**config.mk**
```make
export PLATFORM = sky130hd
export DESIGN_NAME = nic_host_ctrl
export DESIGN_NICKNAME = d
export VERILOG_FILES = /design/src/rtl/nic_host_ctrl.sv
export SDC_FILE = /design/constraint.sdc
export NUM_CORES = 1
export LEC_CHECK = 0
export ABC_CLOCK_PERIOD_IN_PS = 1600
export CAP_MARGIN = 20
export CORE_AREA = 2 2 114 116
export CTS_CLUSTER_SIZE = 40
export DETAILED_ROUTE_END_ITERATION = 16
export DIE_AREA = 0 0 116 118
export DONT_BUFFER_PORTS = 1
export HOLD_SLACK_MARGIN = 0.03
export PLACE_DENSITY_LB_ADDON = 0.2
export SYNTH_ARGS = -nofsm -noshare
export SYNTH_HDL_FRONTEND = slang
export SYNTH_SLANG_ARGS = --single-unit
```
**constraint.sdc**
```tcl
create_clock -name clk -period 1.6 [get_ports clk]
set_input_delay 0.16 -clock clk [delete_from_list [all_inputs] [get_ports clk]]
set_output_delay 0.16 -clock clk [all_outputs]
set_load 0.01 [all_outputs]
```
**src/rtl/nic_host_ctrl.sv**
```systemverilog
// nic_host_ctrl: drives one NIC register port for a host. Outbound packet writes
// share the port with inbound status polling; contention alternates via `last`.
module nic_host_ctrl #(
  parameter int CNT_W  = 16,
  parameter int DATA_W = 64
) (
  input  logic              clk,
  input  logic              reset,
  input  logic              tx_valid,
  input  logic [0:DATA_W-1] tx_data,
  output logic              tx_ready,
  output logic              rx_valid,
  output logic [0:DATA_W-1] rx_data,
  input  logic              rx_ready,
  output logic [0:1]        nic_addr,
  output logic [0:DATA_W-1] nic_d_in,
  input  logic [0:DATA_W-1] nic_d_out,
  output logic              nic_en,
  output logic              nic_wr_en,
  output logic [CNT_W-1:0]  tx_count,
  output logic [CNT_W-1:0]  rx_count
);

  localparam logic [0:1] A_IN_BUF   = 2'b00;
  localparam logic [0:1] A_IN_STAT  = 2'b01;
  localparam logic [0:1] A_OUT_BUF  = 2'b10;
  localparam logic [0:1] A_OUT_STAT = 2'b11;

  typedef enum logic [2:0] {
    S_IDLE, S_TX_STAT, S_TX_CHK, S_TX_WR,
    S_RX_STAT, S_RX_CHK, S_RX_RD, S_RX_CAP
  } state_t;

  state_t     state, state_nxt;
  logic       last_tx, last_tx_nxt;
  logic       acc_en, acc_wr, tx_fire, rx_cap;
  logic [0:1] acc_addr;
  logic       stat_bit;

  // Status registers report their flag in the last bit of the word.
  assign stat_bit = nic_d_out[DATA_W-1];

  always_comb begin
    state_nxt   = state;
    last_tx_nxt = last_tx;
    acc_en      = 1'b0;
    acc_wr      = 1'b0;
    acc_addr    = A_IN_BUF;
    tx_fire     = 1'b0;
    rx_cap      = 1'b0;
    case (state)
      S_IDLE: begin
        // TX wins unless RX also wants the port and TX had the previous turn.
        if (tx_valid && (rx_valid || !last_tx)) state_nxt = S_TX_STAT;
        else if (!rx_valid)                     state_nxt = S_RX_STAT;
      end
      S_TX_STAT: begin
        acc_en    = 1'b1;
        acc_addr  = A_OUT_STAT;
        state_nxt = S_TX_CHK;
      end
      S_TX_CHK: begin
        if (stat_bit) begin
          state_nxt   = S_IDLE;
          last_tx_nxt = 1'b1;
        end else begin
          state_nxt = S_TX_WR;
        end
      end
      S_TX_WR: begin
        if (tx_valid) begin
          acc_en   = 1'b1;
          acc_wr   = 1'b1;
          acc_addr = A_OUT_BUF;
          tx_fire  = 1'b1;
        end
        state_nxt   = S_IDLE;
        last_tx_nxt = 1'b1;
      end
      S_RX_STAT: begin
        acc_en    = 1'b1;
        acc_addr  = A_IN_STAT;
        state_nxt = S_RX_CHK;
      end
      S_RX_CHK: begin
        if (!stat_bit) begin
          state_nxt   = S_IDLE;
          last_tx_nxt = 1'b0;
        end else begin
          state_nxt = S_RX_RD;
        end
      end
      S_RX_RD: begin
        acc_en    = 1'b1;
        acc_addr  = A_IN_BUF;
        state_nxt = S_RX_CAP;
      end
      S_RX_CAP: begin
        rx_cap      = 1'b1;
        state_nxt   = S_IDLE;
        last_tx_nxt = 1'b0;
      end
      default: state_nxt = S_IDLE;
    endcase
  end

  // Reset suppresses any NIC access, even one already in progress.
  assign nic_en    = acc_en & ~reset;
  assign nic_wr_en = acc_wr & ~reset;
  assign tx_ready  = tx_fire & ~reset;
  assign nic_addr  = reset ? A_IN_BUF : acc_addr;
  assign nic_d_in  = tx_ready ? tx_data : '0;

  always_ff @(posedge clk) begin
    if (reset) begin
      state    <= S_IDLE;
      last_tx  <= 1'b0;
      rx_valid <= 1'b0;
      rx_data  <= '0;
      tx_count <= '0;
      rx_count <= '0;
    end else begin
      state   <= state_nxt;
      last_tx <= last_tx_nxt;
      if (tx_fire) tx_count <= tx_count + 1'b1;
      if (rx_cap) begin
        rx_data  <= nic_d_out;
        rx_valid <= 1'b1;
        rx_count <= rx_count + 1'b1;
      end else if (rx_valid && rx_ready) begin
        rx_valid <= 1'b0;
      end
    end
  end

endmodule

```
==> results of run 1 <==
-- kinds of logic after synthesis --
kind of cell               synth area share, %
AOI/OAI and AO/OA                        11.81
and+or+nand+nor                          32.00
DFF                                      46.33
adders and majority gates               0.5733
muxes                                   0.5160
buffers and inverters                    4.759
xor gates and xnor gates                 4.014
-- what timing repair did --
| item | CTS | global route |
|---|---|---|
| pin swaps | 1 | 10 |
| gates resized for setup | 11 | 31 |
| setup endpoints to repair | 72 | 76 |
| hold buffers | 4 | 2 |
| endpoints found under the hold margin | 97 | 94 |
| buffers inserted | 0 | 8 |
| cloned | 0 | 0 |
-- registers in the layout (all words and copies together), names as in the netlist --
| name | cells |
|---|---|
| tx_count | 16 |
| state | 3 |
| rx_valid | 1 |
| rx_data | 64 |
| rx_count | 16 |
| last_tx | 1 |
-- stage by stage --
stage	setup WS [ns]	hold slack [ns]	total power (W)	std cells	instance area [um^2]
6_report	-0.1414	-0.1251	0.005221	780	5483
5_1_grt	-0.2326	-0.1406	0.005417	779	5480
4_1_cts	-0.1663	-0.1452	0.005258	767	5281
3_5_place_dp	-0.03541	0.2389	0.002868	747	4881
3_3_place_gp	-0.02285	0.2378	0.002862	747	4881
2_1_floorplan	0.0002282	0.2960	0.002833	561	4404
-- cell usage in the layout (no fill, tap or decap), drive strengths merged, types with 3 or more instances in the layout --
master and instances:
nand4 7, nand2 146, dlygate4sd3 4, dfxtp 101, nand3 9, o21ai 10
nor4 7, nor3 8, a21oi 83, and2 64, nand2b 3, clkbuf 9
xor2 6, buf 62, nand4b 3, or3 4, clkinv 3, inv 11
nor2 29, xnor2 14, diode 4
-- cell type report --
cell class              count  area share (%)
multi-input cells         412           41.67
flip-flops and latches    101           37.31
repair buffers             67           10.38
clock buffers               9           4.108
well taps                 172           3.925
clock inverters             7           1.871
inverters                   8          0.5477
diodes                      4          0.1826
-- routing by layer --
metal | share of wire, % | wire length (um) | vias to the layer above
met1 | 43 | 5888 | 1834
met4 | 1.3 | 184 | 6
met5 | 0.25 | 34 | -
met3 | 13 | 1810 | 19
li1 | - | - | 1911
met2 | 42 | 5795 | 185
-- worst paths after layout --
check | cells past startpoint | slack [ns] | to
setup / recovery | 5 | -0.14 | nic_d_in[30]
hold / removal | 1 | -0.13 | rx_data[11]
setup reg to reg | 7 | -0.05 | tx_count[11]
hold reg to reg | 2 | 0.50 | rx_data[6]
-- report_power, final --
part           leakage [nW]  internal (W)  switching [W]
logic                  1.03      0.000139       0.000145
clock network         0.160       0.00127        0.00108
registers             0.821       0.00255      0.0000373
==> tab_implementation.tex, run 1 <==
\begin{tabular}{lr}
\hline
Metric & Value \\
\hline
\multicolumn{2}{l}{\textbf{Outcome}} \\
\quad Run status & finished, violations left \\
\quad Failing checks & negative hold slack, negative setup slack \\
\multicolumn{2}{l}{\textbf{Power and ir drop}} \\
\quad Maximum vdd drop & 0.0005342 V \\
\quad Cell leakage power & between 2 and 2.5 nW \\
\quad Power per Cell Area & between 900 and 1000 mW/mm\^{}2 \\
\multicolumn{2}{l}{\textbf{GRT}} \\
\quad Routing usage on met3 & 10.97\% \\
\quad GR Layer Usage met2 & 27.34\% \\
\quad Overflow left after global routing & 0 \\
\quad Number of global-route vias before repair & 3816 \\
\quad Gr busiest metal & met2 \\
\quad Largest net degree at the start of global routing & 110 \\
\quad Number of antenna violations at the first check in global routing & 7 \\
\quad Met1 capacity usage during global routing & approximately a quarter \\
\quad Wire length of the first global-routing pass & 20.58 mm \\
\quad All-layer global routing usage & between 10\% and 20\% \\
\multicolumn{2}{l}{\textbf{Synthesis}} \\
\quad Most instantiated cells after synthesis & sky130\_fd\_sc\_hd\_\_nand2\_1, sky130\_fd\_sc\_hd\_\_dfxtp\_1, sky130\_fd\_sc\_hd\_\_a21oi\_1 \\
\quad Netlist area before placement & 0.004364 mm\^{}2 \\
\quad Number of distinct library cell variants in the gate-level netlist after synthesis & 38 \\
\quad Dominant register cell in the synthesized netlist & sky130\_fd\_sc\_hd\_\_dfxtp\_1 \\
\quad Register area share after synthesis & 46.33\% \\
\quad Cell type with the highest aggregate area in the netlist & sky130\_fd\_sc\_hd\_\_dfxtp\_1 \\
\quad Post-synthesis sequential element count & approximately 100 \\
\quad Synthesized area per cell & 7.779 um\^{}2 \\
\quad Warnings, synthesis & 0 \\
\quad Nets in the synthesized netlist & $\sim$700 \\
\quad Fraction of post-synthesis cell area in the top cell type by area & 46.33\% \\
\quad Cell with the most instances after synthesis & sky130\_fd\_sc\_hd\_\_nand2\_1 \\
\quad EDFF count, synth & 0 \\
\quad Synthesized instance count & 561 \\
\quad Top cells by area, synth & sky130\_fd\_sc\_hd\_\_dfxtp\_1, sky130\_fd\_sc\_hd\_\_nand2\_1, sky130\_fd\_sc\_hd\_\_a21oi\_1 \\
\quad Asr flop ratio synth & 0\% \\
\multicolumn{2}{l}{\textbf{Timing}} \\
\quad Post-Route Hold Slack & -0.1251 ns \\
\quad Final period utilization & 108.8\% \\
\quad Accumulated negative setup slack & -7.974 ns \\
\quad Final period demand of the worst path & roughly 1.7 ns \\
\quad Clk\_skew & between 0.007 and 0.008 ns \\
\quad Max Clk Rate & 574.3 MHz \\
\quad Final setup margin & -0.1414 ns \\
\quad Headroom to the max-slew limit & 74.23\% \\
\quad Setup-violating endpoint count in the final report & 69 \\
\quad Worst-margin pin slew & $\sim$0.38 ns \\
\quad Number of hold violations in the final report & 89 \\
\quad Pins over their slew limit & 0 \\
\quad Setup repair after global routing missed its margin & yes \\
\multicolumn{2}{l}{\textbf{Place}} \\
\quad HPWL after detailed placement & 10.21 mm \\
\quad Buffers added on ports & 0 \\
\quad RD Place Congestion & roughly 0.8 \\
\multicolumn{2}{l}{\textbf{Setup path}} \\
\quad Highest cell delay on the worst timing path & 0.35 ns \\
\quad Highest fanout seen on the critical path & 66 \\
\quad Start point of the critical path & state[2] \\
\quad Sort of element at the start of the critical path & flip-flop \\
\quad Crit path max-delay family & simple AND/OR/NAND/NOR gates \\
\quad Standard cell with the maximum stage delay on the critical path & sky130\_fd\_sc\_hd\_\_dfxtp\_4 \\
\quad Data arrival time of the critical path & 1.58 ns \\
\quad Critical path endpoint category & output pin \\
\quad Crit-path cells & nand4b\_1, buf\_6, nor2\_4, buf\_12, and2\_1 \\
\quad Data required time at the worst endpoint & 1.44 ns \\
\quad Category of the most critical setup path & reg2out \\
\quad Reg-to-reg critical path startpoint & state[2] \\
\quad Bufs and invs on worst path & 2 \\
\multicolumn{2}{l}{\textbf{Finish}} \\
\quad Post-synthesis to final-layout area growth & 25.63\% \\
\quad Post-route core utilization & around 44\% \\
\quad Nets & 733 \\
\quad Layout cells sized above 1 & about a fifth \\
\quad Multi-input logic area & $\sim$0.0023 mm\^{}2 \\
\quad Seq. cell area & slightly above 0.002 mm\^{}2 \\
\quad FILL cells & $\sim$1200 \\
\multicolumn{2}{l}{\textbf{Detailed routing}} \\
\quad Initial DRC count & 189 \\
\quad Count of TritonRoute iterations in the first routing pass & 4 \\
\quad Via density & 5.071 \\
\quad Total wire length & 13.71 mm \\
\quad Via Count & 3955 \\
\quad Drc violations & 0 \\
\quad Remaining antenna violation count after routing & 0 \\
\quad Average wire per standard cell & 17.58 um \\
\multicolumn{2}{l}{\textbf{Die}} \\
\quad Boundary Pins & 298 \\
\quad Die extent in y & 118 um \\
\quad Effective utilization at floorplan & 35.15\% \\
\quad Overall die width & approximately 120 um \\
\quad Area of the placeable core & 0.01241 mm\^{}2 \\
\quad Die Footprint & 0.01369 mm\^{}2 \\
\quad Core Rows & between 40 and 50 \\
\multicolumn{2}{l}{\textbf{Worst hold path}} \\
\quad Source of the worst hold timing path & reset \\
\quad Type of the tightest min-delay check & in2reg \\
\multicolumn{2}{l}{\textbf{CTS}} \\
\quad Clock latency on the worst-skew pair & 0.35 ns \\
\quad Root cell of the clock tree & sky130\_fd\_sc\_hd\_\_clkbuf\_16 \\
\quad Clock slew seen by the registers of the worst setup and hold paths & 0.08 ns \\
\quad Longest Clk Path Bufs & 2 \\
\quad Sink Count & 101 \\
\quad Max H-tree Level & 3 \\
\quad CTS tree & built \\
\quad Number of buffers created by CTS & 9 \\
\multicolumn{2}{l}{\textbf{Flow run}} \\
\quad Count of maximum capacitance violations & 0 \\
\hline
\end{tabular}
Note: power is estimated with default switching activity, not from simulation.
==> inputs of run 2 (changes only) <==
Settings changed: CORE_AREA 2 2 114 116 to not set, CORE_ASPECT_RATIO set to 1.5, CORE_MARGIN set to 2, CORE_UTILIZATION set to 32, DIE_AREA 0 0 116 118 to not set, DONT_BUFFER_PORTS 1 to not set.
==> tab_implementation.tex, run 2 (synthesized netlist as in run 1, its figures left out) <==
\begin{tabular}{lr}
\hline
Metric & Value \\
\hline
\multicolumn{2}{l}{\textbf{Outcome}} \\
\quad Run status & finished, violations left \\
\quad Failing checks & negative setup slack \\
\multicolumn{2}{l}{\textbf{Setup path}} \\
\quad Crit-path cells & nand4b\_1, nor2\_4, buf\_12, clkbuf\_16, and2\_4, buf\_6 \\
\quad Standard cell with the maximum stage delay on the critical path & sky130\_fd\_sc\_hd\_\_dfxtp\_2 \\
\quad Highest fanout seen on the critical path & 8 (-88\%) \\
\quad Data required time at the worst endpoint & 1.44 ns (about the same) \\
\quad Highest cell delay on the worst timing path & 0.32 ns (-0.03 ns) \\
\quad Category of the most critical setup path & reg2out \\
\quad Data arrival time of the critical path & 1.67 ns (+0.09 ns) \\
\quad Sort of element at the start of the critical path & flip-flop \\
\quad Critical path endpoint category & output pin \\
\multicolumn{2}{l}{\textbf{Timing}} \\
\quad Setup repair after global routing missed its margin & yes \\
\quad Final setup margin & -0.2270 ns (-0.08566 ns) \\
\quad Headroom to the max-slew limit & 59.42\% (-15 points) \\
\quad Number of hold violations in the final report & 0 (-100\%) \\
\quad Final period demand of the worst path & 1.827 ns (+0.08566 ns) \\
\quad Pins over their slew limit & 0 (unchanged) \\
\quad Clk\_skew & 0.01245 ns (+0.005084 ns) \\
\quad Max Clk Rate & 547.3 MHz (-4.7\%) \\
\quad Final period utilization & 114.2\% (+5.4 points) \\
\quad Worst-margin pin slew & 0.6087 ns (+0.2320 ns) \\
\quad Setup-violating endpoint count in the final report & 73 (+5.8\%) \\
\multicolumn{2}{l}{\textbf{Die}} \\
\quad Boundary Pins & 298 (unchanged) \\
\quad Die extent in y & 147.0 um (+25\%) \\
\quad Core Rows & 52 (+27\%) \\
\quad Area of the placeable core & 0.01340 mm\^{}2 (+8.0\%) \\
\quad Die Footprint & 0.01461 mm\^{}2 (+6.7\%) \\
\quad Overall die width & 99.35 um (-14\%) \\
\quad Effective utilization at floorplan & 32.56\% (-2.6 points) \\
\multicolumn{2}{l}{\textbf{CTS}} \\
\quad Longest Clk Path Bufs & 2 (unchanged) \\
\quad CTS hold repair buffers & 0 (-4) \\
\quad Number of buffers created by CTS & 9 (unchanged) \\
\quad Clock latency on the worst-skew pair & 0.35 ns (about the same) \\
\quad CTS tree & built \\
\quad Max H-tree Level & 3 (unchanged) \\
\quad Clock slew seen by the registers of the worst setup and hold paths & 0.07 ns (about the same) \\
\quad Root cell of the clock tree & sky130\_fd\_sc\_hd\_\_clkbuf\_16 \\
\quad Sink Count & 101 (unchanged) \\
\multicolumn{2}{l}{\textbf{GRT}} \\
\quad Largest net degree at the start of global routing & 58 (-47\%) \\
\quad Number of global-route vias before repair & 5123 (+34\%) \\
\quad All-layer global routing usage & 23.42\% (+4.1 points) \\
\quad Wire length of the first global-routing pass & 26.95 mm (+31\%) \\
\quad Number of antenna violations at the first check in global routing & 1 (-6) \\
\quad Overflow left after global routing & 0 (unchanged) \\
\multicolumn{2}{l}{\textbf{Finish}} \\
\quad Diode insertion count for antenna repair & 0 (-4) \\
\quad FILL cells & 1092 (-11\%) \\
\quad Max FFs per register & 64 (unchanged) \\
\quad Most common cell after layout, fill and taps aside & sky130\_fd\_sc\_hd\_\_clkdlybuf4s50\_1 \\
\quad Post-synthesis to final-layout area growth & 98.17\% \\
\quad Largest regs & rx\_data: 64 flops, rx\_count: 16 flops, tx\_count: 16 flops \\
\quad Seq. cell area & 0.002042 mm\^{}2 (-0.18\%) \\
\quad Nets & 1023 (+40\%) \\
\quad Post-route core utilization & 64.53\% (+20 points) \\
\quad Cell Count, Final, Fillers Out & 1056 (+35\%) \\
\quad Post-route cell area & 0.008648 mm\^{}2 (+58\%) \\
\quad Register bank with the most flops & rx\_data \\
\quad Layout cells sized above 1 & 27.18\% (+6.8 points) \\
\quad Leading cell types in the layout, fill and taps excluded & sky130\_fd\_sc\_hd\_\_clkdlybuf4s50\_1, sky130\_fd\_sc\_hd\_\_nand2\_1, sky130\_fd\_sc\_hd\_\_dfxtp\_1 \\
\quad Multi-input logic area & 0.002377 mm\^{}2 (+4.1\%) \\
\multicolumn{2}{l}{\textbf{Place}} \\
\quad Area post-placement & 0.007779 mm\^{}2 (+59\%) \\
\quad Buffers added on ports & 297 (+297) \\
\quad HPWL after detailed placement & 13.23 mm (+30\%) \\
\quad Post-Place Setup Slack & -0.5382 ns (-0.5028 ns) \\
\quad RD Place Congestion & 0.9084 (+14\%) \\
\quad Placed Instances & 1026 (+37\%) \\
\multicolumn{2}{l}{\textbf{Power and ir drop}} \\
\quad Share of total power consumed by net switching & 24.95\% (+0.71 points) \\
\quad Maximum vdd drop & 0.0004932 V (-7.7\%) \\
\quad Gate power share & 13.4\% (+8.0 points) \\
\quad Cell leakage power & 3.283 nW (+63\%) \\
\quad P\_sw & 0.001366 W (+7.9\%) \\
\quad Clock Power Share & 39.7\% (-5.4 points) \\
\quad Sequential power share & 46.8\% (-2.7 points) \\
\quad Internal Power & 0.004108 W (+3.9\%) \\
\quad Power per Cell Area & 633.0 mW/mm\^{}2 (-34\%) \\
\multicolumn{2}{l}{\textbf{Detailed routing}} \\
\quad Via density & 4.866 (-4.0\%) \\
\quad Average wire per standard cell & 17.35 um (-1.3\%) \\
\quad Drc violations & 0 (unchanged) \\
\quad Total wire length & 18.32 mm (+34\%) \\
\quad Initial DRC count & 129 (-32\%) \\
\quad Count of TritonRoute iterations in the first routing pass & 4 (unchanged) \\
\quad Via Count & 5139 (+30\%) \\
\quad Remaining antenna violation count after routing & 0 (unchanged) \\
\multicolumn{2}{l}{\textbf{Worst hold path}} \\
\quad Type of the tightest min-delay check & in2reg \\
\multicolumn{2}{l}{\textbf{Flow run}} \\
\quad Count of maximum capacitance violations & 0 (unchanged) \\
\hline
\end{tabular}
run 2: cell count changes in the layout (fill, tap and decap cells not counted), moves of 4 or more:
| cell | change |
|---|---|
| sky130_fd_sc_hd__dlygate4sd3_1 | -4 |
| sky130_fd_sc_hd__buf_6 | +66 |
| sky130_fd_sc_hd__clkdlybuf4s50_1 | +226 |
| sky130_fd_sc_hd__diode_2 | -4 |
| sky130_fd_sc_hd__and2_4 | +58 |
| sky130_fd_sc_hd__buf_16 | +4 |
| sky130_fd_sc_hd__and2_1 | -58 |
| sky130_fd_sc_hd__buf_4 | -9 |
| sky130_fd_sc_hd__clkbuf_16 | +4 |
run 2: final timing paths:
check,end,start,slack [ns],cells after the start
max,nic_d_in[40],state[2],-0.23,6
min,tx_count[0],reset,0.19,3
max reg2reg,tx_count[14],state[2],-0.13,5
min reg2reg,rx_data[54],rx_data[54],0.45,2
run 2: routing by layer:
| layer | track usage (%) | up-vias | share of wire, % |
|---|---|---|---|
| li1 | - | 2495 | - |
| met1 | 25.92 | 2400 | 36 |
| met2 | 40.64 | 217 | 52 |
| met3 | 8.516 | 27 | 8.7 |
| met4 | 8.767 | 0 | 2.8 |
| met5 | 0 | - | 0 |
run 2: area by class of cell:
type                       count  share of cell area [%]
multi-input combinational    412                   27.49
timing repair buffer         357                   42.71
tap                          162                   2.344
clock buffer                   9                   2.604
clock inverter                 7                  0.8970
sequential                   101                   23.61
inverter                       8                  0.3472
run 2: what timing repair did:
item                                    CTS  global route
resized for setup                       342           107
endpoints found under the hold margin     0             0
setup buffers                            10             0
pin swaps                                20            46
gates cloned                              4             4
endpoints found under the setup margin   77            85
run 2: critical path, delay by kind of cell, from the launching register on:
family | cells | cell delay (ns)
buffers and inverters | 3 | 0.42
DFF | 1 | 0.32
and+or+nand+nor | 3 | 0.58
run 2: power by group through the flow:
stage	registers, W	logic (W)	clock network (W)
6_report	0.00256	0.000735	0.00217
4_1_cts	0.00256	0.000705	0.00226
3_3_place_gp	0.00262	0.000667	0
5_1_grt	0.00257	0.000789	0.00236
3_5_place_dp	0.00262	0.000678	0
2_1_floorplan	0.00263	0.000204	0
run 2: metrics by stage:
| step | hold WS (ns) | power [W] | TNS [ns] |
|---|---|---|---|
| 3_3_place_gp | 0.4411 | 0.003286 | -35.59 |
| 6_report | 0.1918 | 0.005474 | -12.59 |
| 5_1_grt | 0.1916 | 0.005722 | -18.35 |
| 3_5_place_dp | 0.4455 | 0.003298 | -36.16 |
| 4_1_cts | 0.1730 | 0.005525 | -17.00 |
| 2_1_floorplan | 0.2960 | 0.002833 | 0 |
